### config.mk
export PLATFORM = sky130hd
export DESIGN_NAME = bit_serial_adder
export DESIGN_NICKNAME = d
export VERILOG_FILES = /design/src/rtl/bit_serial_pkg.sv /design/src/rtl/fa_using_ha.sv /design/src/rtl/half_adder.sv /design/src/rtl/bit_serial_adder.sv
export SDC_FILE = /design/constraint.sdc
export NUM_CORES = 1
export LEC_CHECK = 0
export CORE_MARGIN = 2
export CORE_UTILIZATION = 30
export CTS_CLUSTER_DIAMETER = 100
export CTS_CLUSTER_SIZE = 8
export DETAILED_ROUTE_END_ITERATION = 10
export GPL_TIMING_DRIVEN = 0
export MAX_ROUTING_LAYER = met4
export PLACE_DENSITY = 0.56
export SLEW_MARGIN = 10
export SYNTH_ARGS = -nofsm -noshare
export SYNTH_HDL_FRONTEND = slang
export SYNTH_HIERARCHICAL = 1
export SYNTH_SLANG_ARGS = --single-unit
### constraint.sdc
create_clock -name clk -period 2.1 [get_ports clk]
set_clock_uncertainty 0.1 [all_clocks]
set_input_delay 0.42 -clock clk [delete_from_list [all_inputs] [get_ports clk]]
set_output_delay 0.42 -clock clk [all_outputs]
set_load 0.02 [all_outputs]
### src/rtl/bit_serial_pkg.sv
// Shared definitions for the bit-serial adder.
//   DEFAULT_WIDTH : default operand/sum width in bits
//   state_t       : controller state encoding (binary); 2'd3 is unreachable
package bit_serial_pkg;

    localparam int unsigned DEFAULT_WIDTH = 8;

    typedef enum logic [1:0] {
        ST_IDLE = 2'd0,
        ST_RUN  = 2'd1,
        ST_DONE = 2'd2
    } state_t;

endpackage

### src/rtl/fa_using_ha.sv
// Full adder built from two half adders.
//   a, b, cin : input bits
//   sum       : a ^ b ^ cin
//   carry     : majority(a, b, cin)
module fa_using_ha (
    input  logic a,
    input  logic b,
    input  logic cin,
    output logic sum,
    output logic carry
);

    logic s1;
    logic c1;
    logic c2;

    half_adder u_ha0 (
        .a     (a),
        .b     (b),
        .sum   (s1),
        .carry (c1)
    );

    half_adder u_ha1 (
        .a     (s1),
        .b     (cin),
        .sum   (sum),
        .carry (c2)
    );

    assign carry = c1 | c2;

endmodule

### src/rtl/half_adder.sv
// Half adder cell.
//   a, b  : input bits
//   sum   : a ^ b
//   carry : a & b
module half_adder (
    input  logic a,
    input  logic b,
    output logic sum,
    output logic carry
);

    assign sum   = a ^ b;
    assign carry = a & b;

endmodule

### src/rtl/bit_serial_adder.sv
// Word-level adder that evaluates one bit pair per cycle, LSB first, through a
// single full-adder cell, with a start/done handshake.
//   clk     : rising-edge clock
//   rst     : asynchronous active-high reset
//   start   : request, sampled only while idle
//   a_in    : operand A, captured on the accepting edge
//   b_in    : operand B, captured on the accepting edge
//   cin_in  : carry-in, captured on the accepting edge
//   busy    : high while the operation is running
//   done    : one-cycle pulse; sum_out/cout valid from this cycle onwards
//   sum_out : result register
//   cout    : final carry-out
module bit_serial_adder
    import bit_serial_pkg::*;
#(
    parameter int unsigned WIDTH = DEFAULT_WIDTH
) (
    input  logic             clk,
    input  logic             rst,
    input  logic             start,
    input  logic [WIDTH-1:0] a_in,
    input  logic [WIDTH-1:0] b_in,
    input  logic             cin_in,
    output logic             busy,
    output logic             done,
    output logic [WIDTH-1:0] sum_out,
    output logic             cout
);

    localparam int unsigned CW = $clog2(WIDTH + 1);
    localparam logic [CW-1:0] LAST = CW'(WIDTH - 1);

    state_t           state;
    state_t           state_next;
    logic [WIDTH-1:0] a_sr;
    logic [WIDTH-1:0] b_sr;
    logic [WIDTH-1:0] sum_sr;
    logic             carry;
    logic [CW-1:0]    cnt;

    logic             fa_sum;
    logic             fa_carry;
    logic [WIDTH:0]   sum_cat;
    logic [WIDTH-1:0] sum_next;

    fa_using_ha u_fa (
        .a     (a_sr[0]),
        .b     (b_sr[0]),
        .cin   (carry),
        .sum   (fa_sum),
        .carry (fa_carry)
    );

    // New bit enters at the MSB and the word shifts right, so the first bit
    // computed lands at bit 0 after WIDTH shifts. Built by concatenation so
    // WIDTH=1 needs no empty slice.
    assign sum_cat  = {fa_sum, sum_sr};
    assign sum_next = sum_cat[WIDTH:1];

    // State register
    always_ff @(posedge clk or posedge rst) begin
        if (rst) begin
            state <= ST_IDLE;
        end else begin
            state <= state_next;
        end
    end

    // Next-state logic; the unused encoding falls back to idle
    always_comb begin
        state_next = ST_IDLE;
        case (state)
            ST_IDLE: state_next = start ? ST_RUN : ST_IDLE;
            ST_RUN:  state_next = (cnt == LAST) ? ST_DONE : ST_RUN;
            ST_DONE: state_next = ST_IDLE;
            default: state_next = ST_IDLE;
        endcase
    end

    // Datapath: operand shift registers, carry FF, counter, result registers
    always_ff @(posedge clk or posedge rst) begin
        if (rst) begin
            a_sr    <= '0;
            b_sr    <= '0;
            sum_sr  <= '0;
            carry   <= 1'b0;
            cnt     <= '0;
            sum_out <= '0;
            cout    <= 1'b0;
        end else begin
            case (state)
                ST_IDLE: begin
                    if (start) begin
                        a_sr  <= a_in;
                        b_sr  <= b_in;
                        carry <= cin_in;
                        cnt   <= '0;
                    end
                end
                ST_RUN: begin
                    sum_sr <= sum_next;
                    a_sr   <= a_sr >> 1;
                    b_sr   <= b_sr >> 1;
                    carry  <= fa_carry;
                    cnt    <= cnt + CW'(1);
                    if (cnt == LAST) begin
                        sum_out <= sum_next;
                        cout    <= fa_carry;
                    end
                end
                default: begin
                end
            endcase
        end
    end

    // Output decode from registered state only
    always_comb begin
        busy = (state == ST_RUN);
        done = (state == ST_DONE);
    end

endmodule

Word-level counts from Yosys, hierarchy flattened
Cells that the tools add are included.
{"block": "totals", "reg_bits": 40, "inputBits": 20, "output_inout_bits": 11, "word_cells": 33}
{"block": "classes", "addsub": 1, "n_eq_ne": 4, "mux": 11, "bitwise": 5, "reduce_logical": 4}
{"op": "one-hot mux 8 bit (2 select lines)", "n": 2}
{"op": "two-way mux 8 bit", "n": 2}
{"op": "one-hot mux 4 bit (2 select lines)", "n": 1}
{"op": "adder 4 x 1 -> 4 bit (second input constant)", "n": 1}
{"op": "equality test 4 x 3 -> 1 bit (second input constant)", "n": 1}
{"op": "two-way mux 4 bit", "n": 1}
{"op": "one-hot mux 2 bit (2 select lines)", "n": 1}
{"op": "AND reduction 2 bit", "n": 2}
{"op": "bitwise AND 1 bit", "n": 2}
{"op": "equality test 2 x 1 -> 1 bit (second input constant)", "n": 1}
{"op": "equality test 2 bit (second input constant)", "n": 1}
{"op": "logical NOT 2 bit", "n": 1}
{"op": "two-way mux 1 bit", "n": 2}
{"op": "two-way mux 2 bit", "n": 1}
{"op": "!= test 2 bit (second input constant)", "n": 1}
{"op": "one-hot mux 1 bit (2 select lines)", "n": 1}
{"op": "nonzero test 2 bit", "n": 1}
{"op": "bitwise XOR 1 bit", "n": 2}
{"op": "bitwise OR 1 bit", "n": 1}

Logic depth before layout (Yosys ltp)
Gate-level depths: netlist of the first run.
{"block": "logic_depth", "ltp_word": 4, "depth_mapped": 5, "ltp_nobuf": 5}

Modules after synthesis
The synthesis of the first run kept the hierarchy.
{"module": "bit_serial_adder", "n_inst": 1, "cells_each": 131, "area_each_um2": 1649.1, "seq_area_each_um2": 975.9}
{"module": "half_adder", "n_inst": 2, "cells_each": 1, "area_each_um2": 12.5, "seq_area_each_um2": 0.0}
{"module": "fa_using_ha", "n_inst": 1, "cells_each": 1, "area_each_um2": 6.3, "seq_area_each_um2": 0.0}

Worst setup path before layout of the first run
OpenSTA, ideal clock, no wires.
{"block": "synth_timing", "path_kind": "register -> output", "start": "register state[0]", "end": "output done", "arrival_time_ps": 1038, "required_ps": 1580, "setup_slack_ps": 542, "path_stages_with_launch": 4, "path_buffers": 2, "cell_sequence": "dfrtp_1 -> buf_2 -> buf_2 -> nor2b_1"}
{"block": "synth_via", "elab_chain_len": 1}
{"element": "start, declared", "line_no": "bit_serial_adder.sv:33", "rtl": "state_t state;"}
{"element": "start signal, assigned", "line_no": "bit_serial_adder.sv:65", "rtl": "state <= state_next;"}
{"element": "equality test 2 bit", "line_no": "bit_serial_adder.sv:120", "rtl": "done = (state == ST_DONE);"}
{"element": "end, declared", "line_no": "bit_serial_adder.sv:25", "rtl": "output logic done,"}
Every way passes these cells.

Worst setup path after layout of the first run
{"block": "layout_timing", "start": "register state[0]", "end": "output busy"}
{"block": "layout_via", "elab_chain_len": 1}
{"element": "equality test 2 x 1 -> 1 bit", "line_no": "bit_serial_adder.sv:119", "rtl": "busy = (state == ST_RUN);"}
{"element": "end, declared", "line_no": "bit_serial_adder.sv:24", "rtl": "output logic busy,"}
Every way passes these cells.

==> impl_metrics.toml, run 1 <==
[pwr]
seqPwrFrac = 0.445
power_density_nw_per_um2 = 1280
switchingPower_mw = 0.901
pwr-share-clk = 0.170
p_sw_frac = 0.328
p_comb_frac = 0.385
ir_drop_uv = 741
leakage_nw = 0.940
intPower_mw = 1.85

[min_path]
min-delay-path-class = "reg2reg"

[floorplanning]
core.rowCount = 27
die_h_um = 78.8
core_um2 = 5470
fp.dieW_um = 78.8
fp.dieArea_um2 = 6220
initial_core_util = 0.307
pin_count = 31

[logic_synthesis]
avgSynthCellArea_um2 = 12.5
synth_area_um2 = 1680
ys_types = 26
synthCells = 134
yosysSeqAreaShare = 0.581
yosys_warnings = 6
synth_nets = 157
ys_ff_latch = 39

[drt]
drt-total-wl_um = 3470
vias_per_cell = 4.82
wl_per_cell_um = 14.2
routed-via-count = 1175
drc = 0
postRouteAntennaNets = 0
drt_iter0_drc = 55
drt_pre_antenna_iters = 4

[setup_path]
required_ns = 1.58
worstSetupEndpointType = "primary output"
worstPathArrival_ns = 1.47
cp-start-kind = "flip-flop"
critPathMaxFanout = 10
setup.worst_path.class = "reg2out"

[clock_network]
clk_pin_slew_ns = 0.07
cts_tree = "done"
postCtsSetupBuffers = 0
htree_levels = 2
root_buffer = "clkbuf_8"
cts.path.max_buffers = 2
ctsHoldBuffers = 0
clock_sinks = 39
clk_latency_ns = 0.28
cts_inserted_buffers = 5

[layout]
fillCellCount = 545
n_antenna_cell = 0
fin_cells = 244
num-nets-final = 194
drive_gt1_frac = 0.198
area.growth.synth_to_final_pct = 28.0

[sta]
rsz0062_at_grt = "no"
setup_tns_ns = 0
max_freq_mhz = 503
post-route-min-period_ns = 1.99
max_slew_margin = 0.466
setup_viol = 0
hold_violations = 0
post-route-period-util = 0.946
tightestPinTransition_ns = 0.800
slew_viol_final = 0

[outcome]
outcome = "finished, final reports clean"

[global_route]
grt_max_degree = 40
grt_overflow = 0
antenna_found_initial = 0
grt_pass1_vias = 1247
grt_pass1_wl_um = 5730
grt_usage = 0.120

[placement]
dp_cells = 236
dp_hpwl_um = 2410
gp_congestion = 0.755
portBuffers = 30

[run]
drv_cap = 0
[critical path, stage by stage, from the launching register on]
cell           delay (ns)
dfrtp_1              0.40
nor2b_2              0.21
clkbuf_4             0.23
dlygate4sd2_1        0.35
[placed cells by master (no fill, tap or decap), drive strengths merged, types with 2 or more instances in the layout]
cell,n
o21ai,15
clkbuf,11
nand2,15
mux2,17
a21oi,2
ha,3
nor2b,4
a22oi,14
clkdlybuf4s50,28
a22o,4
dfrtp,39
inv,2
buf,6
[area by class of cell]
cell class,count,area (um2),area share
sequential,39,976,0.454
multi-input combinational,84,647,0.301
timing repair buffer,30,294,0.137
tap,72,90.1,0.0419
clock buffer,7,76.3,0.0355
buffer,9,55.1,0.0256
inverter,2,7.51,0.00349
clock inverter,1,5.00,0.00233
[cell usage after synthesis, drive strengths merged]
cell type,instances,area [um2]
dfrtp,39,976
mux2,17,225
nand2,15,56.3
o21ai,15,75.1
a22oi,14,105
buf,7,41.3
a22o,4,35.0
nor2b,4,27.5
ha,3,37.5
a21oi,2,10.0
clkbuf,2,8.75
inv,2,7.51
a211oi,1,7.51
a41oi,1,8.76
and3b,1,8.76
and4,1,8.76
mux2i,1,10.0
nand2b,1,6.26
nand3,1,5.00
nand4,1,6.26
o21bai,1,7.51
or2,1,6.26
[cell families (layout without fill, tap and decap cells)]
kind of cell | count (synthesis) | count (layout) | share of synthesized area
AO/OA/AOI/OAI | 38 | 38 | 0.148
adder cells (fa/ha/maj) | 3 | 3 | 0.0223
buffers and inverters | 11 | 49 | 0.0342
flip-flops | 39 | 39 | 0.581
AND/OR/NAND/NOR | 25 | 25 | 0.0745
multiplexers | 18 | 18 | 0.140
[per-stage QoR]
stage                     total power, mW  setup slack (ns)  cell area, um2   util  hold WS [ns]
after global routing                 2.95            0.0139            2150  0.393         0.414
final                                2.75             0.114            2150  0.393         0.386
after floorplan                      1.93             0.542            1680      -         0.350
after CTS                            2.79            0.0135            2150  0.393         0.391
after detailed placement             2.31            0.0101            2070  0.378         0.374
after global placement               2.27           -0.0685            2070  0.378         0.365
[power groups by stage]
stage | combinational [mW] | clock (mW) | sequential (mW)
after detailed placement | 1.07 | 0 | 1.24
after global placement | 1.05 | 0 | 1.22
after floorplan | 0.648 | 0 | 1.28
after CTS | 1.08 | 0.488 | 1.23
after global routing | 1.16 | 0.516 | 1.27
final | 1.06 | 0.468 | 1.22
[sequential cells by signal, summed over array words and instances, names as in the netlist]
signal and count:
b_sr 8, cnt 4, cout 1, state 2, sum_out 8, carry 1, sum_sr 7, a_sr 8
[routing by layer]
metal  up-vias  GRT usage  share of wire
met5         -          -              0
met3         2     0.0330          0.048
met4         0     0.0310         0.0058
met2        28      0.190           0.48
li1        557          -              -
met1       588      0.153           0.47
[worst paths after layout]
kind | startpoint | end | slack [ns] | cells after the start
min in group asynchronous | rst | sum_out[5] | 0.53 | 2
worst min-delay path | a_sr[2] | a_sr[2] | 0.39 | 2
worst max register to register | a_sr[0] | cout | 0.50 | 4
max in group asynchronous | rst | cnt[0] | 0.87 | 2
worst min register to register | a_sr[2] | a_sr[2] | 0.39 | 2
worst max-delay path | state[0] | busy | 0.11 | 3
[timing repair]
action | 4_1_cts | 5_1_grt
pin swaps | 0 | 0
gates resized for setup | 3 | 3
endpoints found under the setup margin | 2 | 2
No activity file was read; power rests on OpenSTA's default activity.
==> run 2: changes to the inputs <==
--- a/config.mk
+++ b/config.mk
@@ -7,2 +7,3 @@
 export LEC_CHECK = 0
+export ABC_AREA = 1
 export CORE_MARGIN = 2
@@ -14,3 +15,3 @@
 export MAX_ROUTING_LAYER = met4
-export PLACE_DENSITY = 0.56
+export PLACE_DENSITY = 0.55
 export SLEW_MARGIN = 10
==> constraint.sdc (replaced) <==
create_clock -name clk -period 2.1 [get_ports clk]
set_clock_uncertainty 0.1 [all_clocks]
set_input_delay 0.315 -clock clk [delete_from_list [all_inputs] [get_ports clk]]
set_output_delay 0.315 -clock clk [all_outputs]
set_load 0.02 [all_outputs]
==> run 2 against run 1 <==
Critical path depth increased by 1. Flip-flop and latch count unchanged. Combinational power increased by 35%. Highest routed layer unchanged.
==> impl_metrics.toml, run 2 <==
[drt]
drt-total-wl_um = 3980
drt_iter0_drc = 51
drc = 0
wl_per_cell_um = 11.6
postRouteAntennaNets = 0
routed-via-count = 1509
drt_pre_antenna_iters = 4
vias_per_cell = 4.40

[sta]
tightestPinTransition_ns = 0.245
max_slew_margin = 0.837
setup_tns_ns = 0
worst_slack_ns = 0.189
rsz0062_at_grt = "no"
post-route-min-period_ns = 1.91
post-route-period-util = 0.910
hold_violations = 0
max_freq_mhz = 523
finalHoldWorstSlack_ns = 0.155
setup_viol = 0
slew_viol_final = 0

[logic_synthesis]
yosysMostFrequentCell = "nand2_1"
synth_nets = 252
synth_top_cell_by_area = "dfrtp_1"
yosysSeqAreaShare = 0.538
ys_top_cells_by_area = "dfrtp_1, nand2_1, nand3_1"
ys_top_cells_by_count = "nand2_1, dfrtp_1, nand3_1"
synthCells = 229
ys_ff_latch = 39
yosys_warnings = 6
ys.flop_type = "dfrtp_1"
synth_top_area_frac = 0.538
ys_types = 17
synth_area_um2 = 1810
synth_edf_count = 0
avgSynthCellArea_um2 = 7.92
synthArstFlopShare = 1.00

[clock_network]
postCtsSetupBuffers = 0
cts.path.max_buffers = 2
cts_tree = "done"
htree_levels = 2
ctsHoldBuffers = 0
clock_sinks = 39
cts_inserted_buffers = 5
root_buffer = "clkbuf_8"
clk_pin_slew_ns = 0.08
clk_latency_ns = 0.29

[floorplanning]
fp.dieW_um = 81.7
core_um2 = 5890
die_h_um = 81.7
pin_count = 31
initial_core_util = 0.308
core.rowCount = 28
fp.dieArea_um2 = 6680

[setup_path]
ff2ff_setup_slack_ns = 0.68
startpoint = "state[1]"
r2r_start = "a_sr[0]"
r2r_cells = 8
setup.worst_path.class = "reg2out"
critPathMaxFanout = 10
cp-start-kind = "flip-flop"
crit_end = "done"
worstPathArrival_ns = 1.50
reg2reg_to = "carry"
required_ns = 1.68
worstSetupEndpointType = "primary output"

[global_route]
antenna_found_initial = 0
grt_pass1_wl_um = 7120
grt_max_degree = 31
grt_overflow = 0
grt_usage = 0.142
grt_pass1_vias = 1572

[layout]
num-nets-final = 290
area.growth.synth_to_final_pct = 27.4
largestRegisters = "a_sr (8), b_sr (8), sum_out (8)"
n_antenna_cell = 0
layout_common_cells = "nand2_1, dfrtp_1, clkdlybuf4s50_1"
fin_area_um2 = 2310
final_common_cell = "nand2_1"
drive_gt1_frac = 0.101

[run]
drv_cap = 0

[pwr]
power_density_nw_per_um2 = 1390
ir_drop_uv = 668
total_power_mw = 3.22
leakage_nw = 1.22

[placement]
post-place-ws_ns = 0.136
gp_congestion = 0.774
dp_hpwl_um = 2670
dpl_cell_area_um2 = 2230
portBuffers = 30

[min_path]
min-delay-path-class = "in2async"

[outcome]
outcome = "finished, final reports clean"
## run 2: cell types whose count changed in the layout (fill, tap and decap cells not counted), sizes merged, moves of 4 or more
| cell | change |
|---|---|
| nand2 | +126 |
| nand3 | +19 |
| mux2 | -17 |
| a22oi | -14 |
| o21ai | -11 |
| clkbuf | -5 |
| inv | +5 |
| nor2 | +5 |
| a22o | -4 |
| buf | +4 |
| nor2b | -4 |
## run 2: logic make-up (layout without fill, tap and decap cells)
family,count (synthesis),in the layout,synth area share
buf+inv,16,55,0.0531
compound gates,4,4,0.0173
fa+ha+maj,3,3,0.0207
flops,39,39,0.538
simple gates,167,167,0.371
## run 2: power breakdown
group	switching (mW)	internal, mW
Clock	0.281	0.231
Sequential	0.201	1.08
Combinational	0.842	0.585
## run 2: worst min path at each step
stage	slack, ns	end
detailed placement	0.36	sum_out[0]
global placement	0.36	b_sr[7]
finish	0.15	sum_out[7]
CTS	0.16	sum_out[7]
floorplan	0.34	state[0]
global route	0.17	sum_out[7]
## run 2: layout make-up
cell class | instances | area, um2
flip-flops and latches | 39 | 976
repair buffers | 31 | 314
fillers | 630 | 3580
clock buffers | 5 | 68.8
multi-input cells | 174 | 741
well taps | 75 | 93.8
plain buffers | 9 | 70.1
inverters | 7 | 26.3
clock inverters | 3 | 20.0
## run 2: worst max-delay path, cell delays in order (launching register included)
cell and delay, ns:
dfrtp_1 0.40, inv_2 0.18, buf_2 0.26, nor2_1 0.06, dlygate4sd2_1 0.32
## run 2: per-layer routing
| metal | track usage | share of wire |
|---|---|---|
| met1 | 0.177 | 0.51 |
| met2 | 0.228 | 0.43 |
| met3 | 0.0385 | 0.049 |
| met4 | 0.0433 | 0.013 |
| met5 | - | 0 |
## run 2: through the flow
| stage | cells | utilization |
|---|---|---|
| 6_report | 343 | 0.392 |
| 5_1_grt | 343 | 0.392 |
| 4_1_cts | 343 | 0.393 |
| 3_5_place_dp | 335 | 0.378 |
| 3_3_place_gp | 334 | 0.375 |
| 2_1_floorplan | 229 | - |
## run 2: timing repair
action,in CTS,in global routing
cloned,0,0
setup endpoints to repair,2,1
hold endpoints to repair,0,0
gates resized for setup,2,2
pin swaps,0,0
==> run 3: changes to the inputs <==
CTS_BUF_LIST = sky130_fd_sc_hd__clkbuf_8 sky130_fd_sc_hd__clkbuf_16   (was default)
==> results of run 3 <==
The final DEF is identical to that of run 2; final timing and power are the same.
